`config.mk`:
```
export PLATFORM = sky130hd
export DESIGN_NAME = player_fsm_v2
export DESIGN_NICKNAME = d
export VERILOG_FILES = /design/src/rtl/demoman_pkg.sv /design/src/rtl/player_box_mirror.sv /design/src/rtl/player_fsm_v2.sv
export SDC_FILE = /design/constraint.sdc
export NUM_CORES = 1
export LEC_CHECK = 0
export BUFFER_PORTS_ARGS = -buffer_cell sky130_fd_sc_hd__clkbuf_2
export CAP_MARGIN = 15
export CORE_MARGIN = 5
export CORE_UTILIZATION = 55
export CTS_CLUSTER_DIAMETER = 80
export DETAILED_ROUTE_END_ITERATION = 16
export PLACE_DENSITY = 0.87
export SETUP_SLACK_MARGIN = 0.1
export SLEW_MARGIN = 0
export SYNTH_ARGS = -nofsm -noshare
export SYNTH_HDL_FRONTEND = slang
export SYNTH_SLANG_ARGS = --single-unit
```
`constraint.sdc`:
```
create_clock -name clk -period 6.9 [get_ports clk]
set_input_delay 1.38 -clock clk [delete_from_list [all_inputs] [get_ports clk]]
set_output_delay 1.38 -clock clk [all_outputs]
set_load 0.05 [all_outputs]
```
`src/rtl/demoman_pkg.sv`:
```
// Shared definitions for the second-generation fighter controller.
// - pstate_e : player state codes as seen on the state output
// - geometry : sprite width and hitbox/hurtbox offsets, written for a
//              right-facing sprite (the box mirror flips them for SIDE 1)
package demoman_pkg;

  typedef enum logic [3:0] {
    ST_IDLE         = 4'd0,
    ST_MOVE_FWD     = 4'd1,
    ST_MOVE_BACK    = 4'd2,
    ST_ATK_STARTUP  = 4'd3,
    ST_ATK_ACTIVE   = 4'd4,
    ST_ATK_RECOVERY = 4'd5,
    ST_HITSTUN      = 4'd6,
    ST_BLOCKSTUN    = 4'd7,
    ST_KO           = 4'd8
  } pstate_e;

  localparam int SW      = 150;
  localparam int HB_X_LO = 37;
  localparam int HB_X_HI = 113;
  localparam int HB_Y_LO = 24;
  localparam int HB_Y_HI = 57;
  localparam int HU_X_LO = 37;
  localparam int HU_X_HI = 86;
  localparam int HU_Y_LO = 0;
  localparam int HU_Y_HI = 150;

endpackage

```
`src/rtl/player_box_mirror.sv`:
```
// Box corner generator for one collision box.
// Ports:
//   posx_i, posy_i : sprite origin (left edge, top)
//   x1_o..y2_o     : box corners, x1_o <= x2_o for either facing
// SIDE 1 sprites face left, so the x offsets are reflected about the sprite
// width; the reflection is folded into constants, leaving two adders per axis.
module player_box_mirror
  import demoman_pkg::*;
#(
  parameter int W    = 10,
  parameter int SIDE = 0,
  parameter int X_LO = 0,
  parameter int X_HI = 0,
  parameter int Y_LO = 0,
  parameter int Y_HI = 0
) (
  input  logic [W-1:0] posx_i,
  input  logic [W-1:0] posy_i,
  output logic [W-1:0] x1_o,
  output logic [W-1:0] x2_o,
  output logic [W-1:0] y1_o,
  output logic [W-1:0] y2_o
);

  localparam logic [W-1:0] XA = (SIDE == 0) ? W'(X_LO) : W'(SW - X_HI);
  localparam logic [W-1:0] XB = (SIDE == 0) ? W'(X_HI) : W'(SW - X_LO);
  localparam logic [W-1:0] YA = W'(Y_LO);
  localparam logic [W-1:0] YB = W'(Y_HI);

  assign x1_o = posx_i + XA;
  assign x2_o = posx_i + XB;
  assign y1_o = posy_i + YA;
  assign y2_o = posy_i + YB;

endmodule

```
`src/rtl/player_fsm_v2.sv`:
```
// Per-player fighter controller, advancing once per frame_tick.
// Ports:
//   clk, rst_n                 : clock, async active-low reset
//   frame_tick                 : one-clk pulse per frame, gates all updates
//   left, right, attack        : debounced player controls (level)
//   hit_in                     : opponent hitbox overlaps our hurtbox
//   posx, posy, state          : sprite position and state code
//   hitbox_active, hitbox_*    : attack box (live only in ATK_ACTIVE)
//   hurtbox_*                  : body box
//   health, ko                 : remaining health, knocked-out flag
module player_fsm_v2
  import demoman_pkg::*;
#(
  parameter int SIDE        = 0,
  parameter int W           = 10,
  parameter int X_INIT_L    = 210,
  parameter int X_INIT_R    = 420,
  parameter int X_MIN       = 50,
  parameter int X_MAX       = 490,
  parameter int POS_Y       = 170,
  parameter int SPEED       = 5,
  parameter int STARTUP_F   = 5,
  parameter int ACTIVE_F    = 2,
  parameter int RECOVERY_F  = 16,
  parameter int HITSTUN_F   = 12,
  parameter int BLOCKSTUN_F = 6,
  parameter int KNOCKBACK   = 8,
  parameter int HEALTH_MAX  = 100,
  parameter int DAMAGE      = 10
) (
  input  logic         clk,
  input  logic         rst_n,
  input  logic         frame_tick,
  input  logic         left,
  input  logic         right,
  input  logic         attack,
  input  logic         hit_in,
  output logic [W-1:0] posx,
  output logic [W-1:0] posy,
  output logic [3:0]   state,
  output logic         hitbox_active,
  output logic [W-1:0] hitbox_x1,
  output logic [W-1:0] hitbox_x2,
  output logic [W-1:0] hitbox_y1,
  output logic [W-1:0] hitbox_y2,
  output logic [W-1:0] hurtbox_x1,
  output logic [W-1:0] hurtbox_x2,
  output logic [W-1:0] hurtbox_y1,
  output logic [W-1:0] hurtbox_y2,
  output logic [7:0]   health,
  output logic         ko
);

  typedef logic signed [W+1:0] sx_t;

  localparam logic [W-1:0] X_INIT = (SIDE == 0) ? W'(X_INIT_L) : W'(X_INIT_R);
  localparam logic [7:0]   DMG    = 8'(DAMAGE);
  // Signed step toward the opponent; "backward" is its negation.
  localparam sx_t FWD_STEP = (SIDE == 0) ? sx_t'(SPEED) : -sx_t'(SPEED);
  localparam sx_t FWD_KB   = (SIDE == 0) ? sx_t'(KNOCKBACK) : -sx_t'(KNOCKBACK);
  localparam sx_t XLO      = sx_t'(X_MIN);
  localparam sx_t XHI      = sx_t'(X_MAX);

  pstate_e        state_q, state_d;
  logic [7:0]     cnt_q, cnt_d;
  logic [W-1:0]   posx_q, posx_d;
  logic [7:0]     health_q, health_d;
  logic           atk_q;

  logic           atk_edge, mv_fwd, mv_back, expire, kb, timed;
  logic [7:0]     len;
  sx_t            step, nx;

  always_comb begin
    len   = 8'd1;
    timed = 1'b1;
    case (state_q)
      ST_ATK_STARTUP:  len = 8'(STARTUP_F);
      ST_ATK_ACTIVE:   len = 8'(ACTIVE_F);
      ST_ATK_RECOVERY: len = 8'(RECOVERY_F);
      ST_HITSTUN:      len = 8'(HITSTUN_F);
      ST_BLOCKSTUN:    len = 8'(BLOCKSTUN_F);
      default:         timed = 1'b0;
    endcase
  end

  assign expire   = (cnt_q == len - 8'd1);
  assign atk_edge = attack & ~atk_q;
  // Both directions held counts as retreat (guard), so forward needs exactly one.
  assign mv_fwd   = (SIDE == 0) ? (right & ~left) : (left & ~right);
  assign mv_back  = (left | right) & ~mv_fwd;

  always_comb begin
    state_d  = state_q;
    health_d = health_q;
    kb       = 1'b0;
    if (state_q > ST_KO) begin
      state_d = ST_IDLE;
    end else if (state_q == ST_KO) begin
      state_d = ST_KO;
    end else if (hit_in && state_q != ST_HITSTUN) begin
      if (state_q == ST_MOVE_BACK || state_q == ST_BLOCKSTUN) begin
        state_d = ST_BLOCKSTUN;
        kb      = 1'b1;
      end else if (health_q <= DMG) begin
        health_d = '0;
        state_d  = ST_KO;
      end else begin
        health_d = health_q - DMG;
        state_d  = ST_HITSTUN;
        kb       = 1'b1;
      end
    end else begin
      case (state_q)
        ST_ATK_STARTUP:  if (expire) state_d = ST_ATK_ACTIVE;
        ST_ATK_ACTIVE:   if (expire) state_d = ST_ATK_RECOVERY;
        ST_ATK_RECOVERY,
        ST_HITSTUN,
        ST_BLOCKSTUN:    if (expire) state_d = ST_IDLE;
        default: begin
          if (atk_edge)     state_d = ST_ATK_STARTUP;
          else if (mv_fwd)  state_d = ST_MOVE_FWD;
          else if (mv_back) state_d = ST_MOVE_BACK;
          else              state_d = ST_IDLE;
        end
      endcase
    end

    // kb also marks a BLOCKSTUN restart, which must reload the counter.
    if (state_d != state_q || kb || !timed) cnt_d = '0;
    else                                    cnt_d = cnt_q + 8'd1;

    // Movement follows the pre-tick state; knockback joins the same sum.
    step = '0;
    if (state_q == ST_MOVE_FWD)  step = FWD_STEP;
    if (state_q == ST_MOVE_BACK) step = -FWD_STEP;
    if (kb)                      step = step - FWD_KB;
    nx = sx_t'({2'b00, posx_q}) + step;
    if (nx < XLO)      posx_d = W'(X_MIN);
    else if (nx > XHI) posx_d = W'(X_MAX);
    else               posx_d = nx[W-1:0];
  end

  always_ff @(posedge clk or negedge rst_n) begin
    if (!rst_n) begin
      state_q  <= ST_IDLE;
      cnt_q    <= '0;
      posx_q   <= X_INIT;
      health_q <= 8'(HEALTH_MAX);
      atk_q    <= 1'b0;
    end else if (frame_tick) begin
      state_q  <= state_d;
      cnt_q    <= cnt_d;
      posx_q   <= posx_d;
      health_q <= health_d;
      atk_q    <= attack;
    end
  end

  assign posx          = posx_q;
  assign posy          = W'(POS_Y);
  assign state         = state_q;
  assign hitbox_active = (state_q == ST_ATK_ACTIVE);
  assign health        = health_q;
  assign ko            = (state_q == ST_KO);

  player_box_mirror #(.W(W), .SIDE(SIDE), .X_LO(HB_X_LO), .X_HI(HB_X_HI),
                      .Y_LO(HB_Y_LO), .Y_HI(HB_Y_HI)) u_hitbox (
    .posx_i(posx_q), .posy_i(posy),
    .x1_o(hitbox_x1), .x2_o(hitbox_x2), .y1_o(hitbox_y1), .y2_o(hitbox_y2)
  );

  player_box_mirror #(.W(W), .SIDE(SIDE), .X_LO(HU_X_LO), .X_HI(HU_X_HI),
                      .Y_LO(HU_Y_LO), .Y_HI(HU_Y_HI)) u_hurtbox (
    .posx_i(posx_q), .posy_i(posy),
    .x1_o(hurtbox_x1), .x2_o(hurtbox_x2), .y1_o(hurtbox_y1), .y2_o(hurtbox_y2)
  );

endmodule

```
==> flow_metrics.env, run 1 <==
export IMPL_fin_setup_tns_ns=0
export IMPL_cts_clk_slew_worst_paths_ns=0.06
export IMPL_grt_max_degree=31
export IMPL_cts_inserted_buffers=5
export IMPL_cts_resized_gates=0
export IMPL_max_freq_mhz=223
export IMPL_dp_hpwl_mm=5.92
export IMPL_worst_pin_slew_ns=0.892
export IMPL_cp_buffers_inverters=1
export IMPL_clkSinkCount=30
export IMPL_antenna_cells=0
export IMPL_dr_total_vias=2869
export IMPL_fillers=544
export IMPL_seq_area_um2=759
export IMPL_status="completed"
export IMPL_period_share=0.650
export IMPL_cp_required_ns=7.07
export IMPL_clk_latency_ns=0.28
export IMPL_grt_pass1_wl_mm=11.9
export IMPL_async_flop_share=1.00
export IMPL_port_buffers=69
export IMPL_rows=28
export IMPL_cts_buffer_depth=2
export IMPL_hp_start="atk_q"
export IMPL_syn_inst=406
export IMPL_worstPathArrival_ns=4.65
export IMPL_stdcell_count=522
export IMPL_rsz0062_at_grt="false"
export IMPL_multi_input_area_um2=2110
export IMPL_r2r_setup_slack_ns=2.42
export IMPL_die_x_um=88.0
export IMPL_antenna_found_initial=0
export IMPL_worstReg2RegStart="health[4]"
export IMPL_cts_root_buffer="clkbuf_8"
export IMPL_dp_cells=515
export IMPL_relSlewSlack=0.402
export IMPL_hold_path_depth=1
export IMPL_hp_class="reg -> reg"
export IMPL_grt_pass1_vias=2584
export IMPL_setup_viol_count_final=0
export IMPL_die_h_um=88.0
export IMPL_wl_mm=7.50
export IMPL_path_max_fanout=9
export IMPL_ios=121
export IMPL_grt_overflow=0
export IMPL_layout_common_cells="69 x clkbuf_2, 51 x conb_1, 26 x nor2_1, 26 x xnor2_1"
export IMPL_hold_viol_final=0
export IMPL_crit_slowest_cell="a211oi_1"
export IMPL_avgSynthCellArea_um2=8.23
export IMPL_path_delay_family="compound AO/OA/AOI/OAI gates"
export IMPL_drc=0
export IMPL_slowest_delay_ns=0.71
export IMPL_core_um2=5920
export IMPL_cts_setup_buffers=0
export IMPL_crit_path_end_kind="flop"
export IMPL_cp_cell_sequence="or3_1, a211oi_1, nand2_1, nand4b_1, ha_1, inv_1, ha_1, and4b_4, a2111o_1, a221oi_2, nand2_1, and4bb_2, and4bb_4, a22o_1"
export IMPL_drv_cap=0
export IMPL_fin_nets=475
export IMPL_synth_seq_area_share=0.227
export IMPL_fin_skew_ns=0.00548
export IMPL_cts_tree="built"
export IMPL_report_final_slew_viol_count=0
export IMPL_viasPerCell=5.50
export IMPL_cts_hold_buf=0
export IMPL_synth_ff_type="dfrtp_1"
export IMPL_reg2reg_depth=14
export IMPL_final_common_cell="clkbuf_2"
export IMPL_area_delta_synth_final_pct=3.85
export IMPL_crit_type="reg -> reg"
export IMPL_synth_area_leaders="dfrtp_1 17%, buf_4 15%, ha_1 7.5%"
export IMPL_drive_gt1_frac=0.219
export IMPL_dr_pass1_iters=6
export IMPL_drt_iter0_drc=134
export IMPL_start_util=0.565
export IMPL_netlist_area_um2=3340
export IMPL_ant_nets=0
export IMPL_synth_seq_cells=30
export IMPL_fp_dieArea_um2=7740
export IMPL_synth_top_cell_area_share=0.172
export IMPL_critPathLaunchType="flop"
export IMPL_gp_congestion=0.898
export IMPL_synth_largest_area_cell="dfrtp_1"
export IMPL_min_to="atk_q"
export IMPL_rr_endpoint="posx[2]"
export IMPL_htreeDepth=2
export IMPL_timing_hold_ws_ns=0.509
export IMPL_ys_warn_count=0
export IMPL_synth_edf_count=0
export IMPL_ys_types=65
export IMPL_grt_usage=0.191
export IMPL_finalCriticalPeriod_ns=4.48
export IMPL_wl_per_cell_um=14.4
[flip-flops by register name, indices dropped and copies added (netlist names)]
| register | count |
|---|---|
| atk_q | 1 |
| cnt_q | 8 |
| health | 7 |
| posx | 10 |
| state | 4 |
[how the worst max path moves through the flow]
| stage | startpoint | end | slack [ns] | cells past startpoint |
|---|---|---|---|---|
| 3_5_place_dp | hit_in | posx[2] | 2.44 | 12 |
| 3_3_place_gp | hit_in | posx[2] | 2.56 | 12 |
| 5_1_grt | health[4] | posx[2] | 2.06 | 14 |
| 2_1_floorplan | hit_in | posx[2] | 2.61 | 13 |
| 4_1_cts | health[4] | posx[2] | 2.45 | 14 |
| 6_report | health[4] | posx[2] | 2.42 | 14 |
[cell usage after synthesis (4+ instances only)]
library cell / number
a21o_1: 4
a21oi_1: 16
a31oi_1: 4
buf_4: 65
clkbuf_1: 14
dfrtp_1: 23
dfstp_2: 7
ha_1: 20
inv_1: 23
nand2_1: 23
nand2b_1: 7
nand3_1: 9
nor2_1: 26
nor3_1: 13
nor4_1: 5
o211ai_1: 5
o21a_1: 7
o21ai_0: 19
o2bb2ai_1: 4
or3_1: 5
xnor2_1: 26
xor2_1: 9
[logic make-up (layout without fill, tap and decap cells)]
| group | count (synthesis) | count (layout) | share of synthesized area |
|---|---|---|---|
| AND/OR/NAND/NOR | 110 | 110 | 0.173 |
| buffers and inverters | 108 | 100 | 0.198 |
| AO/OA/AOI/OAI | 95 | 95 | 0.208 |
| XOR/XNOR | 36 | 36 | 0.0984 |
| flip-flops | 30 | 30 | 0.227 |
| adder cells (fa/ha/maj) | 21 | 21 | 0.0808 |
| multiplexers | 4 | 4 | 0.0124 |
| other | 2 | 51 | 0.00225 |
[cell type report]
cell class | count | area share
multi-input cells | 317 | 0.607
flip-flops and latches | 30 | 0.219
well taps | 75 | 0.0270
clock buffers | 7 | 0.0220
repair buffers | 69 | 0.0995
inverters | 24 | 0.0259
[through the flow]
| step | utilization | cell area [µm²] | setup WS, ns |
|---|---|---|---|
| after floorplan | - | 3530 | 2.61 |
| after global placement | 0.574 | 3400 | 2.56 |
| after detailed placement | 0.574 | 3400 | 2.44 |
| after CTS | 0.586 | 3470 | 2.45 |
| after global routing | 0.586 | 3470 | 2.06 |
| final | 0.586 | 3470 | 2.42 |
[per-layer routing]
layer,track usage,vias up,part of all wire
met5,0,-,0
met4,0.0544,0,0.013
met3,0.0348,12,0.082
met2,0.338,107,0.49
met1,0.237,1352,0.42
li1,-,1398,-
Power of run 1 is left out: the tool's default activity adds up to more than one toggle a clock period on the data nets, which glitch-free logic cannot reach.
==> run 2: changes to the inputs <==
--- a/config.mk
+++ b/config.mk
@@ -8,10 +8,10 @@
 export BUFFER_PORTS_ARGS = -buffer_cell sky130_fd_sc_hd__clkbuf_2
 export CAP_MARGIN = 15
 export CORE_MARGIN = 5
-export CORE_UTILIZATION = 55
+export CORE_UTILIZATION = 51
 export CTS_CLUSTER_DIAMETER = 80
 export DETAILED_ROUTE_END_ITERATION = 16
-export PLACE_DENSITY = 0.87
+export PLACE_DENSITY = 0.82
 export SETUP_SLACK_MARGIN = 0.1
 export SLEW_MARGIN = 0
 export SYNTH_ARGS = -nofsm -noshare
==> constraint.sdc (replaced) <==
create_clock -name clk -period 4.59 [get_ports clk]
set_input_delay 0.918 -clock clk [delete_from_list [all_inputs] [get_ports clk]]
set_output_delay 0.918 -clock clk [all_outputs]
set_load 0.05 [all_outputs]
==> flow_metrics.env, run 2 (same netlist as run 1, synthesis figures left out) <==
export IMPL_status="completed"
export IMPL_drv_cap=0
export IMPL_crit_type="reg -> reg"
export IMPL_multi_input_area_um2=2110
export IMPL_crit_path_end_kind="flop"
export IMPL_cp_required_ns=4.76
export IMPL_max_freq_mhz=250
export IMPL_drt_iter0_drc=80
export IMPL_viasPerCell=5.52
export IMPL_grt_overflow=0
export IMPL_gp_congestion=0.933
export IMPL_grt_pass1_vias=2840
export IMPL_hold_path_depth=1
export IMPL_report_final_slew_viol_count=0
export IMPL_clkSinkCount=30
export IMPL_wl_mm=7.72
export IMPL_wl_per_cell_um=14.6
export IMPL_cts_clk_slew_worst_paths_ns=0.07
export IMPL_antenna_found_initial=0
export IMPL_die_x_um=91.0
export IMPL_cts_inserted_buffers=5
export IMPL_rsz0062_at_grt="false"
export IMPL_clk_latency_ns=0.29
export IMPL_cts_root_buffer="clkbuf_8"
export IMPL_relSlewSlack=0.499
export IMPL_period_share=0.872
export IMPL_seq_area_um2=759
export IMPL_final_common_cell="clkbuf_2"
export IMPL_cts_tree="built"
export IMPL_finalCriticalPeriod_ns=4.00
export IMPL_start_util=0.527
export IMPL_ios=121
export IMPL_grt_pass1_wl_mm=13.1
export IMPL_fp_dieArea_um2=8270
export IMPL_die_h_um=91.0
export IMPL_worstPathArrival_ns=4.17
export IMPL_setup_slack_ns=0.588
export IMPL_drc=0
export IMPL_hp_class="reg -> reg"
export IMPL_drive_gt1_frac=0.228
export IMPL_cts_hold_buf=0
export IMPL_fin_nets=478
export IMPL_grt_max_degree=31
export IMPL_port_buffers=69
export IMPL_grt_usage=0.185
export IMPL_rows=29
export IMPL_cts_resized_gates=0
export IMPL_hold_viol_final=0
export IMPL_area_delta_synth_final_pct=5.05
export IMPL_layout_common_cells="69 x clkbuf_2, 51 x conb_1, 26 x nor2_1, 26 x xnor2_1"
export IMPL_htreeDepth=2
export IMPL_cts_setup_buffers=0
export IMPL_fin_skew_ns=0.00862
export IMPL_dp_hpwl_mm=6.03
export IMPL_dr_pass1_iters=4
export IMPL_cts_buffer_depth=2
export IMPL_antenna_cells=0
export IMPL_setup_viol_count_final=0
export IMPL_pre_cts_ws_ns=0.575
export IMPL_worst_pin_slew_ns=0.751
export IMPL_fin_setup_tns_ns=0
export IMPL_dr_total_vias=2915
export IMPL_ant_nets=0
export IMPL_fillers=615
export IMPL_critPathLaunchType="flop"
export IMPL_largest_reg_flops=10
export IMPL_core_um2=6350
export IMPL_path_max_fanout=13
export IMPL_reg2reg_depth=13
## run 2: cell count changes in the layout (fill, tap and decap cells not counted), sizes merged
cell	change
buf	+3
clkinv	+1
## run 2: per-layer routing
| layer | routed length, µm | share of wire | track usage |
|---|---|---|---|
| met1 | 3240 | 0.42 | 0.225 |
| met2 | 3750 | 0.49 | 0.325 |
| met3 | 641 | 0.083 | 0.0504 |
| met4 | 89 | 0.012 | 0.0452 |
| met5 | 0 | 0 | 0 |
## run 2: critical path: stages (launching register included)
cell	delay, ns
dfrtp_1	0.61
nand2b_1	0.13
nor3_1	0.27
inv_1	0.15
ha_1	0.24
inv_1	0.23
ha_1	0.39
and4b_4	0.24
a2111o_1	0.40
a221oi_2	0.38
nand2_1	0.09
and4bb_2	0.35
and4bb_4	0.22
a22o_1	0.19
## run 2: per-stage QoR
stage / hold WS [ns] / area (µm²) / util / cells
2_1_floorplan: 0.472 / 3530 / - / 455
3_3_place_gp: 0.484 / 3420 / 0.539 / 520
3_5_place_dp: 0.507 / 3420 / 0.539 / 520
4_1_cts: 0.516 / 3510 / 0.553 / 528
5_1_grt: 0.521 / 3510 / 0.553 / 528
6_report: 0.513 / 3510 / 0.553 / 528
## run 2: final timing paths
kind / slack (ns) / to / startpoint
min in group asynchronous: 0.69 / cnt_q[5] / rst_n
worst min register to register: 0.51 / atk_q / atk_q
worst max-delay path: 0.59 / posx[2] / state[1]
worst min-delay path: 0.51 / atk_q / atk_q
max in group asynchronous: 3.42 / posx[3] / rst_n
worst max register to register: 0.59 / posx[2] / state[1]
## run 2: area by class of cell
class / instances / area share
Tap cell: 77 / 0.0274
Clock buffer: 7 / 0.0246
Multi-Input combinational cell: 317 / 0.600
Sequential cell: 30 / 0.216
Inverter: 24 / 0.0257
Timing Repair Buffer: 72 / 0.105
Clock inverter: 1 / 0.00143
Power of run 2 is left out for the same reason.
==> run 3: changes to the inputs <==
==> constraint.sdc (replaced) <==
create_clock -name clk -period 3.81 [get_ports clk]
set_input_delay 0.762 -clock clk [delete_from_list [all_inputs] [get_ports clk]]
set_output_delay 0.762 -clock clk [all_outputs]
set_load 0.05 [all_outputs]
==> flow_metrics.env, run 3 (same netlist as run 1, synthesis figures left out) <==
export IMPL_area_delta_synth_final_pct=10.8
export IMPL_cts_tree="built"
export IMPL_multi_input_area_um2=2210
export IMPL_period_share=0.945
export IMPL_cp_cell_sequence="or3_4, a211oi_4, nand2_1, nand4b_1, ha_4, ha_4, a21o_4, a2111o_1, a221oi_4, nand2_1, and4bb_2, and4bb_4, a22o_1"
export IMPL_rows=29
export IMPL_gp_congestion=0.883
export IMPL_drv_cap=0
export IMPL_dp_hpwl_mm=6.07
export IMPL_fin_skew_ns=0.00820
export IMPL_htreeDepth=2
export IMPL_max_freq_mhz=278
export IMPL_relSlewSlack=0.508
export IMPL_rsz0062_at_grt="true"
export IMPL_reg2reg_depth=13
export IMPL_wl_mm=7.89
export IMPL_fillers=588
export IMPL_layout_common_cells="69 x clkbuf_2, 51 x conb_1, 26 x nor2_1, 26 x xnor2_1, 23 x nand2_1"
export IMPL_die_x_um=91.0
export IMPL_drt_iter0_drc=179
export IMPL_rr_endpoint="posx[2]"
export IMPL_grt_usage=0.182
export IMPL_stdcell_count=537
export IMPL_critPathLaunchType="flop"
export IMPL_fin_setup_tns_ns=0
export IMPL_crit_path_end_kind="flop"
export IMPL_cts_clk_slew_worst_paths_ns=0.07
export IMPL_status="completed"
export IMPL_setup_viol_count_final=0
export IMPL_port_buffers=69
export IMPL_ios=121
export IMPL_wl_per_cell_um=14.7
export IMPL_die_h_um=91.0
export IMPL_dp_cells=525
export IMPL_worstPathArrival_ns=3.78
export IMPL_start_util=0.527
export IMPL_worst_pin_slew_ns=0.738
export IMPL_report_final_slew_viol_count=0
export IMPL_crit_type="reg -> reg"
export IMPL_antenna_found_initial=0
export IMPL_cp_required_ns=3.99
export IMPL_crit_slowest_cell="dfrtp_2"
export IMPL_slowest_delay_ns=0.45
export IMPL_drc=0
export IMPL_path_max_fanout=6
export IMPL_grt_pass1_wl_mm=12.8
export IMPL_dr_pass1_iters=4
export IMPL_grt_pass1_vias=2804
export IMPL_grt_max_degree=31
export IMPL_path_delay_family="compound AO/OA/AOI/OAI gates"
export IMPL_met1_length_mm=3.24
export IMPL_worstReg2RegStart="health[4]"
export IMPL_drive_gt1_frac=0.276
export IMPL_dr_total_vias=2975
export IMPL_top_layer="met4"
export IMPL_clk_latency_ns=0.29
export IMPL_fp_dieArea_um2=8270
export IMPL_ant_nets=0
export IMPL_clkSinkCount=30
export IMPL_met2RoutedLength_mm=3.80
export IMPL_final_common_cell="clkbuf_2"
export IMPL_r2r_setup_slack_ns=0.21
export IMPL_hp_class="in -> async"
export IMPL_grt_overflow=0
export IMPL_fin_nets=487
export IMPL_cts_root_buffer="clkbuf_8"
export IMPL_antenna_cells=0
export IMPL_hold_viol_final=0
export IMPL_cp_buffers_inverters=0
export IMPL_cts_inserted_buffers=5
export IMPL_finalCriticalPeriod_ns=3.60
export IMPL_cts_buffer_depth=2
export IMPL_core_um2=6350
export IMPL_viasPerCell=5.54
export IMPL_wl_met3_um=665
export IMPL_largest_reg_flops=10
export IMPL_seq_area_um2=763
==> run 3: final cells by class <==
type | count | share of cell area
Clock buffer | 5 | 0.0186
Clock inverter | 3 | 0.0108
Inverter | 24 | 0.0250
Multi-Input combinational cell | 317 | 0.596
Sequential cell | 30 | 0.206
Tap cell | 77 | 0.0260
Timing Repair Buffer | 81 | 0.118
==> run 3: per-stage QoR <==
stage	hold slack, ns	util	cell area, µm²	setup slack (ns)
4_1_cts	0.524	0.572	3630	0.105
6_report	0.519	0.583	3700	0.210
2_1_floorplan	0.466	-	3580	0.120
3_5_place_dp	0.508	0.553	3510	0.118
5_1_grt	0.550	0.583	3700	0.0430
3_3_place_gp	0.483	0.553	3510	0.231
==> run 3: timing repair <==
action	in CTS	in global routing
hold buffers	0	0
hold endpoints to repair	0	0
setup endpoints to repair	2	7
buffers inserted	1	3
gates resized for setup	0	7
pin swaps	1	8
==> run 3: worst reg2reg max path, delay by kind of cell, from the launching register on <==
kind	cells	cell delay, ns
compound gates	5	1.32
fa+ha+maj	2	0.46
flops	1	0.45
simple gates	6	1.27
==> run 3: worst max path at each step <==
stage	slack, ns	depth (start not counted)	to	start
final	0.21	13	posx[2]	health[4]
after global routing	0.04	14	posx[2]	health[4]
after CTS	0.10	13	posx[2]	health[4]
after detailed placement	0.12	13	posx[2]	health[4]
after global placement	0.23	13	posx[2]	health[4]
after floorplan	0.12	13	posx[2]	health[4]
==> run 3: per-layer routing <==
metal / vias to the layer above / GRT usage
met2: 127 / 0.306
met1: 1410 / 0.219
met5: - / 0
met3: 16 / 0.0471
met4: 0 / 0.0770
li1: 1422 / -
Power of run 3 is left out for the same reason.
